===== config.mk =====
export PLATFORM = sky130hd
export DESIGN_NAME = ioctl_upload_server
export DESIGN_NICKNAME = d
export VERILOG_FILES = /design/src/rtl/ioctl_upload_server.sv
export SDC_FILE = /design/constraint.sdc
export NUM_CORES = 1
export LEC_CHECK = 0
export BUFFER_PORTS_ARGS = -buffer_cell sky130_fd_sc_hd__buf_2
export CAP_MARGIN = 20
export CORE_MARGIN = 2
export CORE_UTILIZATION = 54
export DETAILED_ROUTE_END_ITERATION = 8
export PLACE_DENSITY = 0.86
export SYNTH_ARGS = -nofsm -noshare
export SYNTH_HDL_FRONTEND = slang
export SYNTH_SLANG_ARGS = --single-unit
export TNS_END_PERCENT = 100

===== constraint.sdc =====
create_clock -name clk_sys -period 4.4 [get_ports clk_sys]
set_input_delay 0.22 -clock clk_sys [delete_from_list [all_inputs] [get_ports clk_sys]]
set_output_delay 0.22 -clock clk_sys [all_outputs]
set_load 0.03 [all_outputs]

===== src/rtl/ioctl_upload_server.sv =====
// ioctl_upload_server
//
// Host-side upload (read) path of the ioctl download interface. The host
// issues single-cycle ioctl_rd strobes; this block forwards in-range reads
// for its own ioctl_index to a shared memory port with a level req / one-
// cycle ack handshake, holds ioctl_wait until the byte is valid, and answers
// everything it cannot serve (wrong index, out-of-range address, memory
// timeout) with the FILL byte so the host never stalls.
//
// Ports:
//   clk_sys        system clock
//   reset_n        asynchronous active-low reset
//   ioctl_upload   upload session active (level)
//   ioctl_rd       single-cycle read strobe
//   ioctl_addr     25-bit byte address of the read
//   ioctl_index    target selector
//   ioctl_din      read data returned to the host
//   ioctl_wait     high while a read is outstanding
//   mem_req        memory read request, held until ack or abort
//   mem_addr       memory read address, constant while mem_req is high
//   mem_ack        one-cycle ack, mem_data valid in the same cycle
//   mem_data       memory read data
//   upload_active  registered ioctl_upload, used to hold the core off the bus
//   upload_count   bytes served this session, saturating
//   upload_err     sticky memory-timeout flag, cleared on a new session

module ioctl_upload_server #(
    parameter int         AW      = 17,
    parameter int         SIZE    = 131072,
    parameter logic [7:0] INDEX   = 8'd4,
    parameter logic [7:0] FILL    = 8'hFF,
    parameter int         TIMEOUT = 255
) (
    input  logic          clk_sys,
    input  logic          reset_n,
    input  logic          ioctl_upload,
    input  logic          ioctl_rd,
    input  logic [24:0]   ioctl_addr,
    input  logic [7:0]    ioctl_index,
    output logic [7:0]    ioctl_din,
    output logic          ioctl_wait,
    output logic          mem_req,
    output logic [AW-1:0] mem_addr,
    input  logic          mem_ack,
    input  logic [7:0]    mem_data,
    output logic          upload_active,
    output logic [AW:0]   upload_count,
    output logic          upload_err
);

    typedef enum logic [1:0] {
        IDLE = 2'd0,
        REQ  = 2'd1,
        DONE = 2'd2
    } state_t;

    // The timeout fires on the REQ cycle in which the counter would reach
    // TIMEOUT, so a read that is never acked spends exactly TIMEOUT cycles
    // in REQ.
    localparam logic [7:0]  TIMEOUT_LAST = 8'(TIMEOUT - 1);
    localparam logic [31:0] SIZE_W       = 32'(SIZE);
    localparam logic [AW:0] COUNT_MAX    = {(AW+1){1'b1}};
    localparam logic [AW:0] COUNT_ONE    = {{AW{1'b0}}, 1'b1};

    state_t        state, state_nx;
    logic [7:0]    tcnt, tcnt_nx;
    logic [7:0]    din_nx;
    logic          wait_nx;
    logic          req_nx;
    logic [AW-1:0] addr_nx;
    logic [AW:0]   count_nx;
    logic          err_nx;

    logic          session_start;
    logic          addr_hit;
    logic          count_inc;
    logic [AW:0]   count_base;

    // A session starts on the edge where upload_active goes 0 -> 1. A fill
    // read sampled on that same edge counts as the first byte of the new
    // session rather than being lost to the clear.
    assign session_start = ioctl_upload & ~upload_active;
    assign count_base    = session_start ? '0 : upload_count;

    // Full 25-bit compare: address bits above AW make the read out of range.
    assign addr_hit = ({7'd0, ioctl_addr} < SIZE_W);

    always_ff @(posedge clk_sys or negedge reset_n) begin
        if (!reset_n) begin
            state         <= IDLE;
            tcnt          <= '0;
            ioctl_din     <= FILL;
            ioctl_wait    <= 1'b0;
            mem_req       <= 1'b0;
            mem_addr      <= '0;
            upload_active <= 1'b0;
            upload_count  <= '0;
            upload_err    <= 1'b0;
        end else begin
            state         <= state_nx;
            tcnt          <= tcnt_nx;
            ioctl_din     <= din_nx;
            ioctl_wait    <= wait_nx;
            mem_req       <= req_nx;
            mem_addr      <= addr_nx;
            upload_active <= ioctl_upload;
            upload_count  <= count_nx;
            upload_err    <= err_nx;
        end
    end

    always_comb begin
        state_nx  = state;
        tcnt_nx   = tcnt;
        din_nx    = ioctl_din;
        wait_nx   = ioctl_wait;
        req_nx    = mem_req;
        addr_nx   = mem_addr;
        err_nx    = session_start ? 1'b0 : upload_err;
        count_inc = 1'b0;

        case (state)
            IDLE: begin
                if (ioctl_rd && ioctl_upload) begin
                    if ((ioctl_index == INDEX) && addr_hit) begin
                        addr_nx  = ioctl_addr[AW-1:0];
                        req_nx   = 1'b1;
                        wait_nx  = 1'b1;
                        tcnt_nx  = '0;
                        state_nx = REQ;
                    end else begin
                        din_nx    = FILL;
                        count_inc = 1'b1;
                    end
                end
            end

            REQ: begin
                // Abort leaves ioctl_din and upload_count untouched; a late
                // ack then lands in IDLE where it is ignored.
                if (!ioctl_upload) begin
                    req_nx   = 1'b0;
                    wait_nx  = 1'b0;
                    state_nx = IDLE;
                end else if (mem_ack) begin
                    din_nx    = mem_data;
                    req_nx    = 1'b0;
                    wait_nx   = 1'b0;
                    count_inc = 1'b1;
                    state_nx  = DONE;
                end else if (tcnt == TIMEOUT_LAST) begin
                    din_nx    = FILL;
                    req_nx    = 1'b0;
                    wait_nx   = 1'b0;
                    err_nx    = 1'b1;
                    count_inc = 1'b1;
                    state_nx  = DONE;
                end else begin
                    tcnt_nx = tcnt + 8'd1;
                end
            end

            DONE: begin
                state_nx = IDLE;
            end

            default: begin
                state_nx = IDLE;
                req_nx   = 1'b0;
                wait_nx  = 1'b0;
            end
        endcase

        count_nx = count_base;
        if (count_inc && (count_base != COUNT_MAX)) begin
            count_nx = count_base + COUNT_ONE;
        end
    end

endmodule


==> results of run 1 <==
[worst reg2reg max path: cells and delay by family, from the launching register on]
| kind | cells | cell delay, ps |
|---|---|---|
| AO/OA/AOI/OAI | 1 | 160 |
| adder cells (fa/ha/maj) | 1 | 230 |
| flip-flops | 1 | 410 |
| AND/OR/NAND/NOR | 6 | 1860 |
[kinds of logic after synthesis]
logic type	Yosys count	synth area share
flops	56	0.526
mux	22	0.0904
xor+xnor	10	0.0326
compound gates	27	0.0699
fa+ha+maj	3	0.0140
buf+inv	14	0.0284
simple gates	113	0.239
[through the flow]
stage | hold slack, ps | util
after floorplan | -75.6 | -
after global placement | 388 | 0.669
after detailed placement | 387 | 0.669
after CTS | 41.1 | 0.697
after global routing | 54.3 | 0.699
final | 17.5 | 0.699
[cell usage in the layout (no fill, tap or decap), types with 4 or more instances in the layout]
cell / synthesis / routed
buf_2: 3 / 92
dfrtp_1: 48 / 48
nor2_1: 27 / 27
mux2_2: 18 / 18
nand2_1: 17 / 17
nor3_1: 13 / 13
nand4_1: 8 / 8
nand3_1: 8 / 8
nor4_1: 8 / 8
xnor2_1: 8 / 8
dfstp_2: 8 / 8
a21oi_1: 7 / 7
and2_1: 5 / 5
o31ai_1: 5 / 5
clkbuf_8: 0 / 5
inv_1: 4 / 4
mux2i_1: 4 / 4
or4_1: 4 / 4
[sequential cells by signal, summed over array words and instances, names as in the netlist]
name           flops
mem_req            1
mem_addr          17
upload_active      1
upload_err         1
upload_count      18
state              2
tcnt               8
ioctl_din          8
[where the power goes]
part           switching [W]  internal [W]  total [W]
logic              0.0000538     0.0000318  0.0000856
clock network       0.000160      0.000227   0.000387
registers         0.00000606      0.000522   0.000528
total               0.000220      0.000781    0.00100
[metal layers]
| layer | GRT usage | up-vias |
|---|---|---|
| met2 | 0.383 | 70 |
| met1 | 0.269 | 1077 |
| li1 | - | 1073 |
| met3 | 0.0596 | 6 |
| met5 | 0 | - |
| met4 | 0.0615 | 0 |
[worst max path at each step]
stage                                            to                    start  cells past startpoint
after floorplan           upload_count[5]$_DFF_PN0_  upload_active$_DFF_PN0_                      8
after global placement    upload_count[5]$_DFF_PN0_  upload_active$_DFF_PN0_                      8
after detailed placement  upload_count[5]$_DFF_PN0_  upload_active$_DFF_PN0_                      8
after CTS                 upload_count[5]$_DFF_PN0_  upload_active$_DFF_PN0_                      8
after global routing      upload_count[5]$_DFF_PN0_  upload_active$_DFF_PN0_                      8
final                     upload_count[5]$_DFF_PN0_  upload_active$_DFF_PN0_                      8
[cell type report]
type,count,area (um^2),area share
inverter,4,15.0,0.00452
clock buffer,6,72.6,0.0218
clock inverter,2,60.1,0.0181
timing repair buffer,95,483,0.145
multi-input combinational,175,1200,0.360
sequential,56,1410,0.425
tap,67,83.8,0.0252
==> summary.md, run 1 <==
| Metric | Value |
|---|---|
| Critical path startpoint category | flip-flop |
| Netlist cell types | 51 |
| Cts hold-fix bufs | 0 |
| HP Class | input port to async pin |
| Initial DRC count | 167 |
| Top layer in use | met4 |
| Worst-path clk slew | 90 ps |
| Die span in y | 74.5 um |
| Top cells by area, synth | dfrtp_1, dfstp_2, mux2_2, nor2_1, xnor2_1 |
| Final Hold Fails | 0 |
| Slew headroom | 0.279 |
| Yosys warning total | 0 |
| Post-route ant nets | 0 |
| Met3 wire length | 306 um |
| Post-synth top flop | dfrtp_1 |
| Inserted Diodes | 0 |
| WL met2 | 3000 um |
| Worst-margin pin slew | 1080 ps |
| Layout cells sized above 1 | 0.405 |
| Tmin final | 2720 ps |
| Post-synth EDFFs | 0 |
| Flops & latches, synth | 56 |
| Reg2Reg Depth | 8 |
| Floorplan row count | 25 |
| CP max FO | 17 |
| Antenna violations before repair | 0 |
| Async S/R FF share, synth | 1.00 |
| CTS H-tree depth | 2 |
| RSZ-0062 raised after global routing | no |
| Total GRT Usage | 0.220 |
| Chip width | 74.5 um |
| Top Ports | 93 |
| Reg-to-Reg End | upload_count[5]$_DFF_PN0_ |
| I/O Buffers | 92 |
| Max stage delay cell, worst path | or4_2 |
| PnR worst setup slack | 1680 ps |
| CTS tree | done |
| Syn_area_per_cell | 11.0 um^2 |
| Skew final | 6.30 ps |
| Pwr Density | 301 nW/um^2 |
| Final Setup Violations | 0 |
| Remaining DRCs | 0 |
| Synth Cell Area | 2690 um^2 |
| Flop-to-flop setup slack | 1680 ps |
| Crit path required time | 4640 ps |
| CP Buf/Inv Count | 0 |
| CP arrival | 2960 ps |
| Final instance area | 3320 um^2 |
| Dpl hpwl | 4290 um |
| Metal-1 WL | 2390 um |
| DR vias | 2226 |
| Max Cap Viol | 0 |
| Fill cells | 388 |
| CP delay by family, top | simple AND/OR/NAND/NOR gates |
| Pre-antenna DRT Iters | 4 |
| Core area | 4750 um^2 |
| Layout Cells excl Fill | 405 |
| Synth area leader | dfrtp_1 |
| CTS Buffer Depth | 2 |
| Area growth, synth to finish | 23.8% |
| CP Capture Type | flip-flop |
| Post-Place Cells | 396 |
| Clk root buf | clkbuf_8 |
| Pins Over Slew Limit | 0 |
| Slowest Stage Delay on Critical Path | 650 ps |
| Period utilization | 0.618 |
| Congestion Overflow GR | 0 |
| Synth top area share | 0.447 |
| Worst vdd ir | 0.000223 V |
| Synth cell count leaders | dfrtp_1, nor2_1, mux2_2 |
| Final nets | 386 |
| Wire length per cell | 14.2 um |
| DP Area | 3180 um^2 |
| Fmax | 367 MHz |
| Vias per inst | 5.50 |
| Status | complete, no violations |
| CTS-repair resized insts | 0 |
| Syn Inst Count | 245 |
| Worst skew pair latency | 310 ps |
| Reg2reg start | upload_active$_DFF_PN0_ |
| CP Class | flip-flop to flip-flop |
| Synth Net Count | 294 |
| Pre-CTS setup slack | 1700 ps |
| Drt total wl | 5770 um |
| Largest net degree at the start of global routing | 57 |
| CTS Buf Count | 5 |
| First-pass GRT wire length | 9300 um |
| Clk sinks | 56 |
| CP Cell Sequence | nand2b_4 > and2_1 > ha_1 > and4_1 > and4_2 > and2_1 > or4_2 > a21oi_1 |
| Leak | 1.63 nW |
| CP most frequent cell | and2_1 |
| GPL Wtd Cong | 0.802 |
| Sequential element share of the synthesized area | 0.526 |
| Initial Utilization | 0.565 |
| Most frequent cell after synthesis | dfrtp_1 |
| Vias in the first global route | 2074 |
| Die footprint | 5550 um^2 |
| Setup TNS | 0 ps |
| Power Total | 0.00100 W |
| Total setup buffers inserted after CTS | 0 |
Power figures use the tool's default switching activity.
==> run 2: changes to the inputs <==
--- a/config.mk
+++ b/config.mk
@@ -8,9 +8,9 @@
 export BUFFER_PORTS_ARGS = -buffer_cell sky130_fd_sc_hd__buf_2
 export CAP_MARGIN = 20
 export CORE_MARGIN = 2
-export CORE_UTILIZATION = 54
+export CORE_UTILIZATION = 45
 export DETAILED_ROUTE_END_ITERATION = 8
-export PLACE_DENSITY = 0.86
+export PLACE_DENSITY = 0.77
 export SYNTH_ARGS = -nofsm -noshare
 export SYNTH_HDL_FRONTEND = slang
 export SYNTH_SLANG_ARGS = --single-unit
==> constraint.sdc (replaced) <==
create_clock -name clk_sys -period 2.3 [get_ports clk_sys]
set_input_delay 0.115 -clock clk_sys [delete_from_list [all_inputs] [get_ports clk_sys]]
set_output_delay 0.115 -clock clk_sys [all_outputs]
set_load 0.03 [all_outputs]
==> summary.md, run 2 (same netlist as run 1, synthesis figures left out) <==
| Metric | Value |
|---|---|
| Chip width | 81.2 um |
| Drt total wl | 6060 um |
| Skew final | 5.87 ps |
| DR vias | 2304 |
| Post-route ant nets | 0 |
| Pins Over Slew Limit | 0 |
| CP arrival | 2490 ps |
| Status | complete, no violations |
| Area growth, synth to finish | 29.6% |
| Worst-margin pin slew | 631 ps |
| Fill cells | 527 |
| HP Class | input port to flip-flop |
| Max reg flops | 18 |
| Largest net degree at the start of global routing | 30 |
| Dpl hpwl | 4420 um |
| Max stage delay cell, worst path | or4_4 |
| CP Buf/Inv Count | 1 |
| Commonest non-fill, non-tap cell in the layout | buf_2 |
| Pwr Density | 504 nW/um^2 |
| Top flop regs | upload_count (18), mem_addr (17) |
| Clk sinks | 56 |
| CTS tree | done |
| GPL Wtd Cong | 0.847 |
| DP Area | 3260 um^2 |
| Final Setup Violations | 0 |
| Remaining DRCs | 0 |
| CP Class | flip-flop to flip-flop |
| Total GRT Usage | 0.185 |
| Leak | 1.71 nW |
| CTS Buffer Depth | 2 |
| Core area | 5850 um^2 |
| Worst vdd ir | 0.000372 V |
| Wire length per cell | 14.1 um |
| Initial Utilization | 0.459 |
| Power Total | 0.00175 W |
| Initial DRC count | 74 |
| Final nets | 404 |
| CP delay by family, top | simple AND/OR/NAND/NOR gates |
| CP Capture Type | flip-flop |
| Most flops, register | upload_count |
| Final Hold Fails | 0 |
| Worst-path clk slew | 100 ps |
| CTS Buf Count | 5 |
| Pre-antenna DRT Iters | 4 |
| Most frequent cells in the layout | buf_2, dfrtp_1, nor2_1 |
| RSZ-0062 raised after global routing | yes |
| Tmin final | 2250 ps |
| Vias in the first global route | 2115 |
| First-pass GRT wire length | 9650 um |
| Max Cap Viol | 0 |
| Clk root buf | clkbuf_8 |
| Final core occ | 0.595 |
| Worst skew pair latency | 310 ps |
| Crit path required time | 2550 ps |
| CP Cell Sequence | nand2b_4 > and2_4 > ha_2 > and4_4 > and4_4 > and2_4 > buf_4 > or4_4 > a21oi_2 |
| Slowest Stage Delay on Critical Path | 470 ps |
| CTS H-tree depth | 2 |
| Fmax | 445 MHz |
| Floorplan row count | 28 |
| Vias per inst | 5.35 |
| Slew headroom | 0.579 |
| Top Ports | 93 |
| Layout cells sized above 1 | 0.463 |
| Period utilization | 0.977 |
| Die footprint | 6600 um^2 |
| Critical path startpoint category | flip-flop |
| Congestion Overflow GR | 0 |
| Antenna violations before repair | 0 |
| I/O Buffers | 92 |
| Die span in y | 81.2 um |
| CP max FO | 7 |
| Final instance area | 3480 um^2 |
| Inserted Diodes | 0 |
[run 2: cell types whose count changed in the layout (fill, tap and decap cells not counted), moves of 3 or more]
cell / delta
and2_4: +3
and2_1: -3
or4_4: +3
buf_4: +16
[run 2: what timing repair did]
action | in CTS | in global routing
endpoints found under the setup margin | 0 | 1
resized for setup | 0 | 5
buffers inserted | 0 | 11
hold buffers | 2 | 0
hold endpoints to repair | 28 | 0
[run 2: area by class of cell]
cell class | instances | area, um^2 | area share
clock buffers | 5 | 68.8 | 0.0198
well taps | 75 | 93.8 | 0.0270
repair buffers | 113 | 636 | 0.183
multi-input cells | 175 | 1230 | 0.354
inverters | 4 | 15.0 | 0.00431
clock inverters | 3 | 22.5 | 0.00647
flip-flops and latches | 56 | 1410 | 0.406
[run 2: path summary, 6_finish.rpt]
kind | endpoint | slack, ps | depth (start not counted) | start
max in group asynchronous | ioctl_din[7]$_DFFE_PN1P_ | 1220 | 3 | reset_n
worst max register to register | upload_count[15]$_DFF_PN0_ | 50 | 9 | upload_active$_DFF_PN0_
worst max-delay path | upload_count[15]$_DFF_PN0_ | 50 | 9 | upload_active$_DFF_PN0_
worst min register to register | mem_addr[10]$_DFFE_PN0P_ | 510 | 1 | mem_addr[10]$_DFFE_PN0P_
worst min-delay path | mem_addr[5]$_DFFE_PN0P_ | 30 | 2 | ioctl_addr[5]
min in group asynchronous | upload_count[5]$_DFF_PN0_ | 340 | 2 | reset_n
[run 2: power breakdown]
group	total, W	internal [W]	switching, W
Clock	0.000546	0.000219	0.000327
Sequential	0.00101	0.000999	0.0000146
Combinational	0.000194	0.0000835	0.000110
Total	0.00175	0.00130	0.000452
[run 2: worst register-to-register path: cells and delay by family (launching register included)]
kind / cells / cell delay [ps]
AOI/OAI and AO/OA: 1 / 120
adders and majority gates: 1 / 180
and+or+nand+nor: 6 / 1320
DFF: 1 / 420
buffers and inverters: 1 / 140
[run 2: per-stage QoR]
stage	hold slack [ps]	TNS (ps)	worst slack, ps	instances
2_1_floorplan	-181	0	11.2	245
5_1_grt	19.8	-52.4	-22.3	431
3_3_place_gp	163	0	63.2	410
3_5_place_dp	184	0	21.2	410
6_report	34.3	0	52.3	431
4_1_cts	20.8	0	3.27	420
[run 2: layer usage]
layer  share of wire  GRT usage  vias to the layer above
met3           0.045     0.0311                        7
met2            0.52      0.328                       64
met4          0.0073     0.0492                        0
met5               0          0                        -
li1                -          -                     1104
met1            0.43      0.232                     1129
